<file path="config.mk">
export PLATFORM = sky130hd
export DESIGN_NAME = pipe_stage_reg
export DESIGN_NICKNAME = d
export VERILOG_FILES = /design/src/rtl/pipe_pkg.sv /design/src/rtl/sat_counter.sv /design/src/rtl/pipe_stage_reg.sv
export SDC_FILE = /design/constraint.sdc
export NUM_CORES = 1
export LEC_CHECK = 0
export CAP_MARGIN = 20
export CORE_UTILIZATION = 45
export CTS_CLUSTER_DIAMETER = 200
export DETAILED_ROUTE_END_ITERATION = 10
export PLACE_DENSITY = 0.74
export SLEW_MARGIN = 10
export SYNTH_ARGS = -nofsm -noshare
export SYNTH_HDL_FRONTEND = slang
export SYNTH_SLANG_ARGS = --single-unit
</file>
<file path="constraint.sdc">
create_clock -name clk -period 5.7 [get_ports clk]
set_clock_uncertainty 0.2 [all_clocks]
set_input_delay 0.855 -clock clk [delete_from_list [all_inputs] [get_ports clk]]
set_output_delay 0.855 -clock clk [all_outputs]
set_load 0.02 [all_outputs]
</file>
<file path="src/rtl/pipe_pkg.sv">
// Shared types for the pipeline-stage registers of the 5-stage core.
package pipe_pkg;

  localparam int unsigned PIPE_DATA_W = 96;
  localparam int unsigned PIPE_CTRL_W = 8;
  localparam int unsigned PIPE_CNT_W  = 16;

  // Occupancy of a two-entry skid stage
  typedef enum logic [1:0] {
    ST_EMPTY = 2'd0,
    ST_BUSY  = 2'd1,
    ST_FULL  = 2'd2
  } pipe_state_e;

  // ID/EX control bundle, cast to PIPE_CTRL_W bits at the stage boundary
  typedef struct packed {
    logic [3:0] alu_op;
    logic       alu_src;
    logic       mem_read;
    logic       mem_write;
    logic       branch;
  } id_ex_ctrl_t;

  // EX/MEM control bundle
  typedef struct packed {
    logic       mem_read;
    logic       mem_write;
    logic       reg_write;
    logic       mem_to_reg;
    logic       jump;
    logic       u_type;
    logic [1:0] rsvd;
  } ex_mem_ctrl_t;

  // MEM/WB control bundle
  typedef struct packed {
    logic       reg_write;
    logic       mem_to_reg;
    logic       jump;
    logic       u_type;
    logic [3:0] rsvd;
  } mem_wb_ctrl_t;

endpackage

</file>
<file path="src/rtl/sat_counter.sv">
// Saturating up-counter with synchronous clear; clear wins over increment.
module sat_counter #(
  parameter int unsigned W = 16
) (
  input  logic         clk,
  input  logic         rst_n,
  input  logic         inc,
  input  logic         clr,
  output logic [W-1:0] cnt
);

  logic [W-1:0] r_cnt;
  logic [W-1:0] w_cnt_nxt;

  // Next count: clear, else increment unless already at all-ones
  always_comb begin
    w_cnt_nxt = r_cnt;
    if (clr) begin
      w_cnt_nxt = '0;
    end else if (inc && (r_cnt != {W{1'b1}})) begin
      w_cnt_nxt = r_cnt + W'(1);
    end
  end

  // Count register
  always_ff @(posedge clk or negedge rst_n) begin
    if (!rst_n) begin
      r_cnt <= '0;
    end else begin
      r_cnt <= w_cnt_nxt;
    end
  end

  assign cnt = r_cnt;

endmodule

</file>
<file path="src/rtl/pipe_stage_reg.sv">
// Handshaked pipeline-stage register with flush, optional skid buffer and stall counter.
module pipe_stage_reg
  import pipe_pkg::*;
#(
  parameter int unsigned DATA_W = 96,
  parameter int unsigned CTRL_W = 8,
  parameter int unsigned SKID   = 1,
  parameter int unsigned CNT_W  = 16
) (
  input  logic              clk,
  input  logic              rst_n,
  input  logic              flush,
  input  logic              in_valid,
  output logic              in_ready,
  input  logic [DATA_W-1:0] in_data,
  input  logic [CTRL_W-1:0] in_ctrl,
  output logic              out_valid,
  input  logic              out_ready,
  output logic [DATA_W-1:0] out_data,
  output logic [CTRL_W-1:0] out_ctrl,
  output logic [CNT_W-1:0]  stall_cnt,
  input  logic              stall_clr
);

  logic              w_in_ready;
  logic              w_in_fire;
  logic              w_out_valid;
  logic [DATA_W-1:0] w_out_data;
  logic [CTRL_W-1:0] w_out_ctrl_raw;
  logic              w_stall_inc;

  assign w_in_fire = in_valid & w_in_ready;

  if (SKID != 0) begin : g_skid

    pipe_state_e       r_state;
    pipe_state_e       w_state_nxt;
    logic [DATA_W-1:0] r_main_data;
    logic [CTRL_W-1:0] r_main_ctrl;
    logic [DATA_W-1:0] r_skid_data;
    logic [CTRL_W-1:0] r_skid_ctrl;
    logic              w_load_main_in;
    logic              w_load_main_skid;
    logic              w_load_skid;

    // State register
    always_ff @(posedge clk or negedge rst_n) begin
      if (!rst_n) begin
        r_state <= ST_EMPTY;
      end else begin
        r_state <= w_state_nxt;
      end
    end

    // Next state and payload load enables; flush kills everything and loads nothing
    always_comb begin
      w_state_nxt      = r_state;
      w_load_main_in   = 1'b0;
      w_load_main_skid = 1'b0;
      w_load_skid      = 1'b0;
      if (flush) begin
        w_state_nxt = ST_EMPTY;
      end else begin
        case (r_state)
          ST_EMPTY: begin
            if (w_in_fire) begin
              w_state_nxt    = ST_BUSY;
              w_load_main_in = 1'b1;
            end
          end
          ST_BUSY: begin
            if (w_in_fire && out_ready) begin
              w_load_main_in = 1'b1;
            end else if (w_in_fire) begin
              w_state_nxt = ST_FULL;
              w_load_skid = 1'b1;
            end else if (out_ready) begin
              w_state_nxt = ST_EMPTY;
            end
          end
          ST_FULL: begin
            if (out_ready) begin
              w_state_nxt      = ST_BUSY;
              w_load_main_skid = 1'b1;
            end
          end
          default: begin
            w_state_nxt = ST_EMPTY;
          end
        endcase
      end
    end

    // Main and skid payload registers; contents survive flush and emptying
    always_ff @(posedge clk or negedge rst_n) begin
      if (!rst_n) begin
        r_main_data <= '0;
        r_main_ctrl <= '0;
        r_skid_data <= '0;
        r_skid_ctrl <= '0;
      end else begin
        if (w_load_main_in) begin
          r_main_data <= in_data;
          r_main_ctrl <= in_ctrl;
        end else if (w_load_main_skid) begin
          r_main_data <= r_skid_data;
          r_main_ctrl <= r_skid_ctrl;
        end
        if (w_load_skid) begin
          r_skid_data <= in_data;
          r_skid_ctrl <= in_ctrl;
        end
      end
    end

    assign w_in_ready     = (r_state != ST_FULL);
    assign w_out_valid    = (r_state != ST_EMPTY);
    assign w_out_data     = r_main_data;
    assign w_out_ctrl_raw = r_main_ctrl;

  end else begin : g_noskid

    logic              r_valid;
    logic [DATA_W-1:0] r_data;
    logic [CTRL_W-1:0] r_ctrl;
    logic              w_out_fire;

    assign w_out_fire = r_valid & out_ready;

    // Valid bit: flush clears, accept sets, drain without refill clears
    always_ff @(posedge clk or negedge rst_n) begin
      if (!rst_n) begin
        r_valid <= 1'b0;
      end else if (flush) begin
        r_valid <= 1'b0;
      end else if (w_in_fire) begin
        r_valid <= 1'b1;
      end else if (w_out_fire) begin
        r_valid <= 1'b0;
      end
    end

    // Payload register, loaded only by an accepted, non-flushed entry
    always_ff @(posedge clk or negedge rst_n) begin
      if (!rst_n) begin
        r_data <= '0;
        r_ctrl <= '0;
      end else if (w_in_fire && !flush) begin
        r_data <= in_data;
        r_ctrl <= in_ctrl;
      end
    end

    assign w_in_ready     = ~r_valid | out_ready;
    assign w_out_valid    = r_valid;
    assign w_out_data     = r_data;
    assign w_out_ctrl_raw = r_ctrl;

  end

  assign w_stall_inc = w_out_valid & ~out_ready;

  sat_counter #(
    .W (CNT_W)
  ) u_stall_cnt (
    .clk   (clk),
    .rst_n (rst_n),
    .inc   (w_stall_inc),
    .clr   (stall_clr),
    .cnt   (stall_cnt)
  );

  assign in_ready  = w_in_ready;
  assign out_valid = w_out_valid;
  assign out_data  = w_out_data;
  assign out_ctrl  = w_out_ctrl_raw & {CTRL_W{w_out_valid}};

endmodule

</file>
==> summary.txt, run 1 <==
status -> finished clean
Post-Syn Area per Cell -> 11.73 um^2
Routed Wire Length -> 22,420 um
# placed instances -> 1,256
ANT cells -> 0
root buffer cell -> clkbuf_16
Die ar. -> 0.02136 mm^2
CTS Hold Bufs -> 0
DRC violation count after routing -> 0
final setup fails -> 0
gr usage total -> 0.2099
Max Slew Vio Count -> 0
worst slew pin tran -> 936.2 ps
Storage cell area -> 0.005655 mm^2
Bufs and invs on worst path -> 1
Placeable Area -> 0.02030 mm^2
Final Cycle Share -> 0.6145
Final TNS setup -> 0 ps
routed via count -> 6,885
Reg clk slew, reported paths -> 60 ps
area delta synth->final -> 35.55%
Leak -> 5.713 nW
Top FF cell, synth -> dfrtp_1
fraction of layout cells with a size suffix above 1 -> 0.1613
Die W -> 146.1 um
Multi-input gate area -> 0.003466 mm^2
setup bufs post-CTS -> 0
Num CTS Buffers -> 24
clock latency on the worst-skew pair -> 510 ps
H-tree Lvls -> 1
critical path, cell by cell -> nor2_1 -> nor2b_1 -> clkdlybuf4s50_1
grt ovf -> 0
vias per inst -> 5.300
Peak Freq -> 0.2855 GHz
CP Class -> register to primary output
chip height -> 146.1 um
Critical Path Max Stage Delay -> 740 ps
IO Count -> 232
delay-heaviest family, CP -> simple AND/OR/NAND/NOR gates
clock period minus worst slack -> 3503 ps
Rel. slew slack -> 0.3759
Seq/Total Area, Yosys -> 0.6049
Clock Path Buffers -> 3
required time of the critical path -> 4640 ps
CTS Sinks -> 226
Layout Nets -> 1,123
post-route non-filler standard cell count -> 1,299
synthesized instance count -> 797
vias in the first global route -> 7,178
post-cts sizing count -> 0
Synthesis Warnings -> 0
max cap viols -> 0
EDFF count, synth -> 0
wire per inst -> 17.26 um
Final HPWL DP -> 14,060 um
PortBufs -> 231
Startpoint Class -> register
Netlist cell types -> 42
RSZ-0062 raised after global routing -> false
VDD IR max -> 0.2155 mV
CTS tree -> done
#FFs+latches synth -> 226
Mapped Area -> 0.009349 mm^2
final-report hold violation count -> 0
drt pass-1 iters -> 4
critical path's slowest cell -> nor2_1
antenna violations before repair -> 1
initial DRC count -> 413
Crit Path Max Fanout -> 10
CP Capture Type -> primary output
hold crit path type -> primary input to asynchronous set/reset pin
placed cell areas -> 0.01187 mm^2
Cell Rows -> 52
Tot Pwr -> 4.642 mW
gp weighted congestion -> 0.7942
filler cell count -> 1,641
Detail Route Antenna Nets -> 0
Power Density -> 366.3 mW/mm^2
Starting Density -> 0.4606
Async SR Flop Fraction -> 1.000
Critical Path AT -> 2450 ps
largest net degree at the start of global routing -> 117
final instance area -> 0.01267 mm^2
Post-Synthesis Net Count -> 908
first-pass GRT wire length -> 36,600 um
-- stage by stage --
step | util | hold WS, ps | setup slack [ps]
after global routing | 0.6243 | 281.5 | 2058
after detailed placement | 0.5848 | 255.4 | 2122
final | 0.6243 | 202.2 | 2197
after CTS | 0.6243 | 248.0 | 2141
after floorplan | - | 238.1 | 3451
after global placement | 0.5848 | 249.0 | 2164
-- state kept, by name, summed over array words and instances, names as in the netlist --
signal / flops
out_data: 96
g_skid.r_skid_ctrl: 8
g_skid.r_skid_data: 96
u_stall_cnt.cnt: 16
g_skid.r_main_ctrl: 8
g_skid.r_state: 2
-- synth_stat cells (all sizes together) (2+ instances only) --
master / n / area share
mux2i: 3 / 0.0032
nor2: 13 / 0.0052
nand2: 214 / 0.086
nand3: 4 / 0.0027
a21oi: 7 / 0.0041
or3: 2 / 0.0013
and2: 3 / 0.0020
or4: 3 / 0.0024
buf: 33 / 0.017
clkbuf: 17 / 0.0068
mux2: 112 / 0.13
a211oi: 5 / 0.0040
nor3: 3 / 0.0021
inv: 6 / 0.0024
o31ai: 3 / 0.0024
nor4b: 2 / 0.0019
dfrtp: 226 / 0.60
a22oi: 104 / 0.084
nand2b: 6 / 0.0040
nor2b: 15 / 0.010
nand4: 2 / 0.0020
-- per-layer routing --
metal,wire length [um],vias to the layer above,track usage,part of all wire
li1,-,3214,-,-
met1,9506,3407,0.2771,0.42
met2,10830,227,0.3469,0.48
met3,1610,35,0.05156,0.072
met4,459,2,0.05417,0.020
met5,13,-,0,0.00058
-- path summary, 6_finish.rpt --
path / start / end / slack [ps] / depth (start not counted)
hold reg to reg: g_skid.r_main_ctrl[7] / g_skid.r_main_ctrl[7] / 260 / 2
max in group asynchronous: rst_n / out_data[79] / 3990 / 2
min in group clk: g_skid.r_main_ctrl[7] / g_skid.r_main_ctrl[7] / 260 / 2
setup reg to reg: g_skid.r_state[1] / out_data[68] / 3050 / 5
setup / recovery: g_skid.r_state[1] / out_ctrl[4] / 2200 / 3
hold / removal: rst_n / g_skid.r_skid_data[17] / 200 / 1
-- final cells by class --
type                            count  area share
Clock inverter                      6    0.006319
Inverter                            6    0.001777
Multi-Input combinational cell    515      0.2735
Sequential cell                   226      0.4463
Clock buffer                       37     0.05687
Timing Repair Buffer              239      0.1886
Tap cell                          270     0.02666
-- worst register-to-register path, cell delays in order, from the launching register on --
cell and delay [ps]:
dfrtp_1 470, nor3b_2 430, and2_4 840, buf_4 400, a22oi_1 140, nand2_1 110
-- logic make-up (layout without fill, tap and decap cells) --
family          count (synthesis)  in the layout  share of synthesized area
mux                           115            115                     0.1381
simple gates                  272            272                     0.1246
buf+inv                        56            288                    0.02663
flops                         226            226                     0.6049
fa+ha+maj                       1              1                   0.001338
compound gates                127            127                     0.1044
-- power by group --
| group | switching (mW) | leakage (nW) | internal, mW | total (mW) |
|---|---|---|---|---|
| sequential | 0.171 | 2.81 | 1.95 | 2.12 |
| combinational | 0.447 | 2.50 | 0.505 | 0.952 |
| clock | 0.614 | 0.396 | 0.957 | 1.57 |
-- cell usage in the layout (no fill, tap or decap), types with 2 or more instances in the layout --
| cell type | n |
|---|---|
| o31ai_1 | 3 |
| clkdlybuf4s50_1 | 230 |
| nand3_1 | 3 |
| and2_1 | 2 |
| nor2b_1 | 15 |
| a211oi_1 | 5 |
| a21oi_1 | 6 |
| buf_4 | 7 |
| clkbuf_8 | 5 |
| or4_1 | 3 |
| clkinv_2 | 4 |
| clkbuf_16 | 25 |
| bufinv_16 | 2 |
| mux2i_1 | 3 |
| nor4b_1 | 2 |
| or3_1 | 2 |
| nand2_1 | 213 |
| dfrtp_1 | 226 |
| nor3_1 | 2 |
| a22oi_1 | 104 |
| nand2b_1 | 6 |
| mux2_2 | 110 |
| mux2_1 | 2 |
| inv_1 | 6 |
| clkbuf_1 | 7 |
| nor2_1 | 13 |
(Power assumes the default switching activity.)
==> run 2: changes to the inputs <==
--- a/config.mk
+++ b/config.mk
@@ -9,7 +9,7 @@
 export CORE_UTILIZATION = 45
 export CTS_CLUSTER_DIAMETER = 200
 export DETAILED_ROUTE_END_ITERATION = 10
-export PLACE_DENSITY = 0.74
+export PLACE_DENSITY = 0.77
 export SLEW_MARGIN = 10
 export SYNTH_ARGS = -nofsm -noshare
 export SYNTH_HDL_FRONTEND = slang
==> constraint.sdc (replaced) <==
create_clock -name clk -period 3.05 [get_ports clk]
set_clock_uncertainty 0.2 [all_clocks]
set_input_delay 0.4575 -clock clk [delete_from_list [all_inputs] [get_ports clk]]
set_output_delay 0.4575 -clock clk [all_outputs]
set_load 0.02 [all_outputs]
==> summary.txt, run 2 (same netlist as run 1, synthesis figures left out) <==
antenna violations before repair -> 0
Leak -> 5.810 nW
Clock Path Buffers -> 3
post-cts sizing count -> 0
routed via count -> 6,889
hold crit path type -> primary input to asynchronous set/reset pin
filler cell count -> 1,604
Placeable Area -> 0.02030 mm^2
area delta synth->final -> 37.74%
root buffer cell -> clkbuf_16
Starting Density -> 0.4606
Critical Path AT -> 2250 ps
critical path, cell by cell -> nor2_1 -> buf_4 -> nor2b_1 -> clkdlybuf4s50_1
Final Cycle Share -> 0.9536
worst slew pin tran -> 738.1 ps
Switching Share -> 0.2596
Cell Rows -> 52
max cap viols -> 0
Internal -> 6.569 mW
drt pass-1 iters -> 6
CTS Sinks -> 226
vias in the first global route -> 7,097
power share of the clock group -> 0.351
fraction of layout cells with a size suffix above 1 -> 0.1680
Detail Route Antenna Nets -> 0
chip height -> 146.1 um
Peak Freq -> 0.3438 GHz
Max Slew Vio Count -> 0
register share of total power -> 0.447
Final HPWL DP -> 13,840 um
gp weighted congestion -> 0.8120
most frequent cells in the layout -> 230 x clkdlybuf4s50_1, 226 x dfrtp_1, 213 x nand2_1
first-pass GRT wire length -> 36,220 um
hold_ws -> 235.9 ps
Critical Path Max Stage Delay -> 550 ps
final instance area -> 0.01288 mm^2
IO Count -> 232
Rel. slew slack -> 0.5064
placed cell areas -> 0.01200 mm^2
Startpoint Class -> register
largest net degree at the start of global routing -> 97
VDD IR max -> 0.4349 mV
Num CTS Buffers -> 25
DRC violation count after routing -> 0
clock period minus worst slack -> 2908 ps
Routed Wire Length -> 22,300 um
initial DRC count -> 354
Crit Path Max Fanout -> 7
clock latency on the worst-skew pair -> 500 ps
Final TNS setup -> 0 ps
Reg clk slew, reported paths -> 60 ps
most common cell after layout, fill and taps aside -> clkdlybuf4s50_1
critical path's slowest cell -> clkdlybuf4s50_1
Die ar. -> 0.02136 mm^2
combinational share of power -> 0.202
Switch Pwr -> 2.303 mW
wire per inst -> 17.07 um
CP Class -> register to primary output
Power Density -> 688.9 mW/mm^2
PortBufs -> 231
grt ovf -> 0
final-report hold violation count -> 0
Layout Nets -> 1,131
CP Capture Type -> primary output
RSZ-0062 raised after global routing -> false
vias per inst -> 5.275
final setup fails -> 0
status -> finished clean
ANT cells -> 0
gr usage total -> 0.2084
required time of the critical path -> 2390 ps
H-tree Lvls -> 1
CTS tree -> done
Die W -> 146.1 um
-- run 2: worst paths after layout --
check / slack [ps] / cells past startpoint / from / endpoint
min in group clk: 270 / 2 / g_skid.r_main_ctrl[4] / g_skid.r_main_ctrl[4]
max in group asynchronous: 1600 / 3 / rst_n / u_stall_cnt.cnt[4]
min: 240 / 2 / rst_n / out_data[30]
max: 140 / 4 / g_skid.r_state[1] / out_ctrl[1]
min reg2reg: 270 / 2 / g_skid.r_main_ctrl[4] / g_skid.r_main_ctrl[4]
max reg2reg: 820 / 5 / u_stall_cnt.cnt[0] / u_stall_cnt.cnt[0]
-- run 2: area by class of cell --
type	instances	area, um^2	share of cell area
Tap cell	270	337.8	0.02623
Clock buffer	39	768.2	0.05966
Timing Repair Buffer	246	2532	0.1967
Sequential cell	226	5655	0.4392
Clock inverter	4	95.09	0.007384
Inverter	6	22.52	0.001749
Multi-Input combinational cell	515	3466	0.2691
-- run 2: through the flow --
| stage | utilization | total power, mW | instances | setup WS (ps) |
|---|---|---|---|---|
| final | 0.6344 | 8.872 | 1306 | 141.6 |
| after detailed placement | 0.5913 | 5.822 | 1262 | 433.4 |
| after global routing | 0.6344 | 9.275 | 1306 | 30.93 |
| after floorplan | - | 4.897 | 797 | 996.6 |
| after CTS | 0.6344 | 8.981 | 1306 | 126.3 |
| after global placement | 0.5913 | 5.748 | 1262 | 494.2 |
-- run 2: layer usage --
layer / part of all wire / routed length (um) / GRT usage
met4: 0.014 / 303 / 0.04583
met5: 0 / 0 / 0
met1: 0.44 / 9737 / 0.2778
met2: 0.47 / 10500 / 0.3469
met3: 0.079 / 1755 / 0.04875
-- run 2: power groups by stage --
stage | clock (mW) | sequential (mW) | combinational, mW
after CTS | 3.19 | 3.97 | 1.82
after global routing | 3.29 | 4.05 | 1.93
after floorplan | 0 | 4.22 | 0.672
after detailed placement | 0 | 4.02 | 1.81
final | 3.11 | 3.97 | 1.79
after global placement | 0 | 3.99 | 1.76
-- run 2: what timing repair did --
item,in CTS,in global routing
endpoints found under the hold margin,36,0
hold buffers,1,0
buffers inserted,0,0
-- run 2: critical path: cells and delay by family (launching register included) --
kind          cells  cell delay, ps
buf+inv           2             810
flops             1             470
simple gates      2             470
